==> src/rtl/fact_engine_arbiter_pkg.sv <==
// Shared definitions for the two-requester factorial engine arbiter:
// FSM state encodings, requester count and the grant-to-ack helper.
package fact_engine_arbiter_pkg;

    localparam int REQ_N = 2;

    localparam logic [2:0] ST_IDLE    = 3'd0;
    localparam logic [2:0] ST_LAUNCH  = 3'd1;
    localparam logic [2:0] ST_WAIT    = 3'd2;
    localparam logic [2:0] ST_RECOVER = 3'd3;
    localparam logic [2:0] ST_RESP    = 3'd4;

    function automatic logic [REQ_N-1:0] idx_onehot(input logic idx);
        return idx ? 2'b10 : 2'b01;
    endfunction

endpackage

==> src/rtl/fact_engine_arbiter_if.sv <==
// Requester-side bus of the arbiter: request levels and operands in,
// per-requester ack pulse and the shared response fields out.
interface fact_engine_arbiter_if #(
    parameter int DATA_WIDTH = 32
);
    import fact_engine_arbiter_pkg::*;

    logic [REQ_N-1:0]      req;
    logic [DATA_WIDTH-1:0] op0;
    logic [DATA_WIDTH-1:0] op1;
    logic [REQ_N-1:0]      ack;
    logic [DATA_WIDTH-1:0] rsp_data;
    logic                  rsp_err;
    logic                  rsp_timeout;

    modport master (
        output req, op0, op1,
        input  ack, rsp_data, rsp_err, rsp_timeout
    );

    modport slave (
        input  req, op0, op1,
        output ack, rsp_data, rsp_err, rsp_timeout
    );

endinterface

==> src/rtl/fact_engine_arbiter_rr_arb2.sv <==
// Two-way round-robin picker: a lone request always wins, contention goes
// to the requester that was not served last. Purely combinational.
module rr_arb2
    import fact_engine_arbiter_pkg::*;
(
    input  logic [REQ_N-1:0] i_req,
    input  logic             i_last_grant,
    output logic             o_gnt_idx,
    output logic             o_gnt_valid
);

    always_comb begin
        // NOTE: default assignment first so no path leaves the output unassigned (no latch).
        o_gnt_idx = 1'b0;
        case (i_req)
            2'b10:   o_gnt_idx = 1'b1;
            2'b11:   o_gnt_idx = ~i_last_grant;
            default: o_gnt_idx = 1'b0;
        endcase
    end

    assign o_gnt_valid = |i_req;

endmodule

==> src/rtl/fact_engine_arbiter.sv <==
// Shares one factorial engine between two requesters: round-robin grant,
// GO/DONE sequencing, result capture, one-cycle ack and timeout recovery.
module fact_engine_arbiter
    import fact_engine_arbiter_pkg::*;
#(
    parameter int DATA_WIDTH     = 32,
    parameter int TIMEOUT_CYCLES = 1024,
    parameter int RECOVER_CYCLES = 2
) (
    input  logic                  i_clk,
    input  logic                  i_rst,
    fact_engine_arbiter_if.slave  bus,
    output logic                  o_busy,
    output logic                  o_eng_go,
    output logic                  o_eng_rst,
    output logic [DATA_WIDTH-1:0] o_eng_d,
    input  logic                  i_eng_done,
    input  logic                  i_eng_error,
    input  logic [DATA_WIDTH-1:0] i_eng_result
);

    localparam int TW = $clog2(TIMEOUT_CYCLES);
    localparam int RW = $clog2(RECOVER_CYCLES + 1);
    localparam logic [TW-1:0] TO_LAST = TW'(TIMEOUT_CYCLES - 1);
    localparam logic [RW-1:0] RC_LAST = RW'(RECOVER_CYCLES - 1);

    logic [2:0]            r_state;
    logic                  r_grant;
    logic                  r_last_grant;
    logic                  r_eng_go;
    logic [DATA_WIDTH-1:0] r_eng_d;
    logic [DATA_WIDTH-1:0] r_rsp_data;
    logic                  r_rsp_err;
    logic                  r_rsp_timeout;
    logic [TW-1:0]         r_to_cnt;
    logic [RW-1:0]         r_rec_cnt;
    logic                  w_gnt_idx;
    logic                  w_gnt_valid;

    rr_arb2 u_rr_arb2 (
        .i_req        (bus.req),
        .i_last_grant (r_last_grant),
        .o_gnt_idx    (w_gnt_idx),
        .o_gnt_valid  (w_gnt_valid)
    );

    // NOTE: reset is synchronous, so it lives inside the clocked block; state uses <= only.
    always_ff @(posedge i_clk) begin
        if (i_rst) begin
            r_state       <= ST_IDLE;
            r_grant       <= 1'b0;
            r_last_grant  <= 1'b1;
            r_eng_go      <= 1'b0;
            r_eng_d       <= '0;
            r_rsp_data    <= '0;
            r_rsp_err     <= 1'b0;
            r_rsp_timeout <= 1'b0;
            r_to_cnt      <= '0;
            r_rec_cnt     <= '0;
        end else begin
            case (r_state)
                ST_IDLE: begin
                    if (w_gnt_valid) begin
                        r_grant <= w_gnt_idx;
                        r_eng_d <= w_gnt_idx ? bus.op1 : bus.op0;
                        r_state <= ST_LAUNCH;
                    end
                end
                ST_LAUNCH: begin
                    r_eng_go <= 1'b1;
                    r_to_cnt <= '0;
                    r_state  <= ST_WAIT;
                end
                ST_WAIT: begin
                    if (i_eng_done) begin
                        r_eng_go      <= 1'b0;
                        r_rsp_err     <= i_eng_error;
                        r_rsp_timeout <= 1'b0;
                        r_rsp_data    <= i_eng_error ? '0 : i_eng_result;
                        r_state       <= ST_RESP;
                    end else if (r_to_cnt == TO_LAST) begin
                        r_eng_go  <= 1'b0;
                        r_rec_cnt <= '0;
                        r_state   <= ST_RECOVER;
                    end else if (r_to_cnt != '1) begin
                        r_to_cnt <= r_to_cnt + TW'(1);
                    end
                end
                ST_RECOVER: begin
                    // Engine is held in reset here; the aborted job is answered as a timeout.
                    if (r_rec_cnt == RC_LAST) begin
                        r_rsp_err     <= 1'b1;
                        r_rsp_timeout <= 1'b1;
                        r_rsp_data    <= '0;
                        r_state       <= ST_RESP;
                    end else begin
                        r_rec_cnt <= r_rec_cnt + RW'(1);
                    end
                end
                ST_RESP: begin
                    r_last_grant <= r_grant;
                    r_state      <= ST_IDLE;
                end
                default: r_state <= ST_IDLE;
            endcase
        end
    end

    assign bus.ack         = (r_state == ST_RESP) ? idx_onehot(r_grant) : '0;
    assign bus.rsp_data    = r_rsp_data;
    assign bus.rsp_err     = r_rsp_err;
    assign bus.rsp_timeout = r_rsp_timeout;
    assign o_busy          = (r_state != ST_IDLE);
    assign o_eng_go        = r_eng_go;
    assign o_eng_d         = r_eng_d;
    assign o_eng_rst       = i_rst | (r_state == ST_RECOVER);

endmodule

==> src/flat_wrapper.sv <==
// flat-port wrapper written by rule: the top's interface ports become plain ports
module fact_engine_arbiter_flat import fact_engine_arbiter_pkg::*;
#(
    parameter int DATA_WIDTH     = 32,
    parameter int TIMEOUT_CYCLES = 1024,
    parameter int RECOVER_CYCLES = 2
)
  (i_clk, i_rst, o_busy, o_eng_go, o_eng_rst, o_eng_d, i_eng_done, i_eng_error, i_eng_result, bus_req, bus_op0, bus_op1, bus_ack, bus_rsp_data, bus_rsp_err, bus_rsp_timeout);
  fact_engine_arbiter_if #(.DATA_WIDTH(DATA_WIDTH)) bus_i ();
  input  logic i_clk;
  input  logic i_rst;
  output logic o_busy;
  output logic o_eng_go;
  output logic o_eng_rst;
  output logic [DATA_WIDTH-1:0] o_eng_d;
  input  logic i_eng_done;
  input  logic i_eng_error;
  input  logic [DATA_WIDTH-1:0] i_eng_result;
  input wire logic [$bits(bus_i.req)-1:0] bus_req;
  input wire logic [$bits(bus_i.op0)-1:0] bus_op0;
  input wire logic [$bits(bus_i.op1)-1:0] bus_op1;
  output wire logic [$bits(bus_i.ack)-1:0] bus_ack;
  output wire logic [$bits(bus_i.rsp_data)-1:0] bus_rsp_data;
  output wire logic [$bits(bus_i.rsp_err)-1:0] bus_rsp_err;
  output wire logic [$bits(bus_i.rsp_timeout)-1:0] bus_rsp_timeout;
  assign bus_i.req = bus_req;
  assign bus_i.op0 = bus_op0;
  assign bus_i.op1 = bus_op1;
  assign bus_ack = bus_i.ack;
  assign bus_rsp_data = bus_i.rsp_data;
  assign bus_rsp_err = bus_i.rsp_err;
  assign bus_rsp_timeout = bus_i.rsp_timeout;
  fact_engine_arbiter #(.DATA_WIDTH(DATA_WIDTH), .TIMEOUT_CYCLES(TIMEOUT_CYCLES), .RECOVER_CYCLES(RECOVER_CYCLES)) u_core (.i_clk(i_clk), .i_rst(i_rst), .bus(bus_i), .o_busy(o_busy), .o_eng_go(o_eng_go), .o_eng_rst(o_eng_rst), .o_eng_d(o_eng_d), .i_eng_done(i_eng_done), .i_eng_error(i_eng_error), .i_eng_result(i_eng_result));
endmodule
==> config.mk <==
export PLATFORM = sky130hd
export DESIGN_NAME = fact_engine_arbiter_flat
export DESIGN_NICKNAME = d
export VERILOG_FILES = /design/src/rtl/fact_engine_arbiter_pkg.sv /design/src/rtl/fact_engine_arbiter_if.sv /design/src/rtl/fact_engine_arbiter_rr_arb2.sv /design/src/rtl/fact_engine_arbiter.sv /design/src/flat_wrapper.sv
export SDC_FILE = /design/constraint.sdc
export NUM_CORES = 1
export LEC_CHECK = 0
export ABC_AREA = 1
export CAP_MARGIN = 40
export CORE_MARGIN = 2
export CORE_UTILIZATION = 35
export CTS_CLUSTER_DIAMETER = 50
export CTS_CLUSTER_SIZE = 24
export DETAILED_ROUTE_END_ITERATION = 10
export HOLD_SLACK_MARGIN = 0.12
export PLACE_DENSITY = 0.7
export RECOVER_POWER = 50
export SYNTH_ARGS = -nofsm -noshare
export SYNTH_HDL_FRONTEND = slang
export SYNTH_SLANG_ARGS = --single-unit
export TNS_END_PERCENT = 100
==> constraint.sdc <==
create_clock -name i_clk -period 3.6 [get_ports i_clk]
set_input_delay 1.08 -clock i_clk [delete_from_list [all_inputs] [get_ports i_clk]]
set_output_delay 1.08 -clock i_clk [all_outputs]
set_load 0.05 [all_outputs]
Word level (Yosys, flattened, before mapping). Cells that the tools add are included.

Input port bits: 102. Word-level logic and storage cells: 72. Bits in registers: 84.

$add $sub $neg: 2. Bitwise logic cells: 2. Reduce and logical (&&, ||, !) cells: 11. Mux-type cells: 29. Equal/unequal tests: 18.

Operators with widths (count): 2-to-1 mux 32 bit (4); one-hot mux 32 bit (2 select lines) (1); 2-to-1 mux 10 bit (3); one-hot mux 10 bit (2 select lines) (1); 2-to-1 mux 3 bit (4); one-hot mux 3 bit (4 select lines) (1); adder 10 x 1 -> 10 bit (second input constant) (1); equality test 10 bit (second input constant) (1); 2-to-1 mux 2 bit (5); != test 10 bit (second input constant) (1); != test 2 bit (second input constant) (5); one-hot mux 1 bit (2 select lines) (4); AND reduction 4 bit (2); equality test 3 x 2 -> 1 bit (second input constant) (2); != test 2 x 1 -> 1 bit (second input constant) (3); AND reduction 3 bit (2); 2-to-1 mux 1 bit (5); equality test 2 bit (second input constant) (2); one-hot mux 2 bit (2 select lines) (1); AND reduction 2 bit (2); nonzero test 2 bit (2); equality test 3 x 1 -> 1 bit (second input constant) (1); equality test 3 bit (second input constant) (1); zero test 3 bit (1); 7 further kinds (7).

Longest topological paths before layout.
Word-level depth: 5. Depth in mapped cells: 10. Mapped depth without buffers: 9.

By module. Synthesis repeated with hierarchy kept, for this count alone.

Cells, all modules: 552. Area, all modules: 3896.2 µm².

Modules (own cells, without submodules): fact_engine_arbiter (area each 3881.2 µm², cells each 549, instances 1, sequential area each 1681.6 µm²); rr_arb2 (area each 15.0 µm², cells each 3, instances 1, sequential area each 0.0 µm²).

Worst setup path before layout. No wires, ideal clock.

Path type: in2out. Start: input port i_rst. End: output port o_eng_rst. Stages: 4. Arrival time: 1.957 ns. Setup slack: 0.563 ns. Data required time: 2.520 ns. Path buffers: 2. Cells stage by stage: clkbuf_1 inv_1 clkbuf_1 nand2_1.

Cells in the longest elaborated chain, start to end: 1.

Ends and longest elaborated chain: from (decl) (line flat_wrapper.sv:11) `input logic i_rst;`; OR 1 bit (line fact_engine_arbiter.sv:116) `assign o_eng_rst = i_rst | (r_state == ST_RECOVER);`; to (decl) (line flat_wrapper.sv:14) `output logic o_eng_rst;`.

No other way between the ends.

Worst setup path in the final report.
Start: input port i_eng_done. End: register u_core.r_rsp_data[23], in the netlist u_core.bus.rsp_data[23].

Cells in the longest elaborated chain, start to end: 2.

Ends and longest elaborated chain: from (decl) (line flat_wrapper.sv:16) `input logic i_eng_done;`; != test 2 bit (no line); AND reduction 3 bit (no line); to (signal assigned) (line fact_engine_arbiter.sv:79) `r_rsp_data <= i_eng_error ? '0 : i_eng_result;`; to (decl) (line fact_engine_arbiter.sv:32) `logic [DATA_WIDTH-1:0] r_rsp_data;`.

No other way between the ends. A chain may end at the register's enable or synchronous reset.

==> results.md <==
* HPWL Detailed at 7.167 mm
* Asr flop ratio synth at 0%
* Final period util at 84.81%
* Final GP Congestion at about 0.83
* Crit end category: register
* Tightest Hold Check Type: reg2reg
* Top sig layer: met4
* Critical path start-end classification: in2reg
* Via count at about 3800
* Total negative slack at 0 ns
* Clk_lat worst skew at 0.34 ns
* Post-Place Cell Area at 5419 um^2
* CTS H-tree depth at 3
* Min cycle time layout at 3.053 ns
* Final Util at 55.07%
* Largest area contributor in the netlist: dfxtp_1
* Layout area overhead at 54.43%
* Clock slew at reported path FFs at about 0.08 ns
* Fin. Hold Viols at 0
* Sequential-to-total area share from yosys stat at between 40 and 50%
* Fmax at between 300 and 400 MHz
* Share of the synthesized area in the top cell type at 46.30%
* Initial antenna violation count at 0
* Ys flop type: dfxtp_1
* Met2 wire length at 4.717 mm
* Fin. max-slew vios at 0
* 1st-iter DRT viols at roughly 180
* Ports at roughly 170
* Port Buffers at approximately 170
* Final instance area at 5609 um^2
* Total power at 0.003874 W
* Final Skew at between 0.007 and 0.008 ns
* Synth unique cells at 29
* Starting Density at 35.66%
* Yosys warning count at 0
* CTS Buffer Depth at 2
* CP arrival at 3.30 ns
* WL/cell at 12.40 um
* Synth top area cells: dfxtp_1 46%, nand2_1 14%, a21oi_1 11%
* Die H at roughly 110 um
* Number of flops mapped to enable cells by yosys at 0
* NumNets Final at 779
* GRT overflow at 0
* First-pass GRT wire length at 16.67 mm
* Vias in the first global route at between 3000 and 4000
* # diodes at 0
* Worst Tran Pin Value at 1.468 ns
* Total GRT Usage at a little under a fifth
* Post-Syn Area at 3632 um^2
* DRT Pass-1 Iters at 4
* Post-synthesis cell count at 516
* Rows at 37
* Post-synthesis sequential element count at 84
* Syn avg cell area at 7.039 um^2
* Final Non-Filler Cells at 816
* Met3 routed WL at 792 um
* Largest net degree at the start of global routing at 71
* Outcome: finished clean
* Overall routed net length at 10.12 mm
* PwrDens at 690.6 nW/um^2
* M1 wire length at about 4.5 mm
* Die area at 11210 um^2
* Number of nets with antenna violations after routing at 0
* Drt drc at 0
* Post-CTS Hold Buffers at 0
* Die W at 105.9 um
* Max FO, Critical Path at 35
* Slew margin rel. at 2.154%
* CORE AREA at 10180 um^2
* CTS sink cnt at 84
* Post-Place Cells at 800
* CTS tree: yes
* Layout cells sized above 1 at between 4 and 5%
* WP data required at 3.85 ns
* RSZ-0062 raised after global routing: no
* Startpoint types: input pin
* CTS buffer count at 9
* VDD IR-drop max at 0.2962 mV
* CTS root buf: clkbuf_8
* Setup bufs post-CTS at 0
* Vias per inst at 4.616
* Setup violators final at 0
* # resized after CTS at 0
* Syn Nets at 620
* Leak at about 2.1 nW
* Max Cap Viol at 0
-- cell type report --
type | instances | area [um^2]
inverter | 26 | 97.59
clock inverter | 6 | 86.33
sequential | 84 | 1682
clock buffer | 10 | 137.6
fill | 966 | 4576
timing repair buffer | 177 | 1778
tap | 136 | 170.2
multi-input combinational | 377 | 1658
-- sequential cells by signal (all words and copies together) (netlist names) --
register	cells
u_core.o_eng_d	32
u_core.bus.rsp_timeout	1
u_core.r_to_cnt	10
u_core.r_rec_cnt	2
u_core.r_state	3
u_core.bus.rsp_err	1
u_core.bus.rsp_data	32
u_core.o_eng_go	1
u_core.r_grant	1
u_core.r_last_grant	1
-- metrics by stage --
| step | hold WS [ns] | setup slack [ns] |
|---|---|---|
| finish | 0.4652 | 0.5469 |
| global route | 0.4855 | 0.2605 |
| CTS | 0.4682 | 0.5519 |
| detailed placement | 0.4552 | 0.8215 |
| global placement | 0.4502 | 0.7980 |
| floorplan | 0.4367 | 0.5633 |
-- critical path, cell delays in order --
cell	delay, ns
dlygate4sd3_1	0.55
nand3_1	0.12
nand2_2	0.15
nand2_8	0.16
nor2_2	0.93
nand2_1	0.14
a21oi_1	0.16
-- where the power goes --
part	internal, W	total [W]	switching (W)
clock network	0.000410	0.000752	0.000342
registers	0.00112	0.00124	0.000123
logic	0.000642	0.00188	0.00124
total	0.00217	0.00387	0.00170
-- synth_stat cells, types with 3 or more instances --
cell	n
dfxtp_1	84
nand3_1	7
buf_4	5
o21ai_0	41
a21oi_1	79
buf_1	3
nor2_1	95
inv_2	3
inv_1	22
buf_6	5
nand2_1	137
clkbuf_1	12
-- kinds of logic (layout without fill, tap and decap cells) --
group / count (synthesis) / in the layout / share of synthesized area [%]
compound gates: 124 / 124 / 17.26
flops: 84 / 84 / 46.30
fa+ha+maj: 2 / 2 / 0.6888
buf+inv: 55 / 219 / 7.509
simple gates: 251 / 251 / 28.25
-- worst paths after layout --
kind,start,endpoint,cells after the start,slack [ns]
worst max-delay path,i_eng_done,u_core.bus.rsp_data[23],7,0.55
worst max register to register,u_core.r_state[1],u_core.o_eng_d[10],8,1.30
worst min-delay path,u_core.bus.rsp_data[9],u_core.bus.rsp_data[9],2,0.47
worst min register to register,u_core.bus.rsp_data[9],u_core.bus.rsp_data[9],2,0.47
-- layer usage --
| layer | global-route usage [%] | up-vias |
|---|---|---|
| met5 | 0 | - |
| met4 | 6.579 | 0 |
| met3 | 5.257 | 9 |
| met2 | 30.46 | 120 |
| met1 | 21.83 | 1677 |
| li1 | - | 1961 |
-- cell usage in the layout, fill, tap and decap left out, types with 2 or more instances in the layout --
cell type and count:
a21oi_1 79, buf_4 2, bufinv_16 2, clkbuf_2 2, clkbuf_8 10, clkdlybuf4s50_1 168
clkinv_2 2, dfxtp_1 84, dlygate4sd3_1 2, ha_1 2, inv_1 22, inv_2 3
nand2_1 138, nand3_1 7, nor2_1 95, nor2_2 2, nor3_1 2, o21ai_0 42
o21ai_1 2
(Power assumes the default switching activity.)
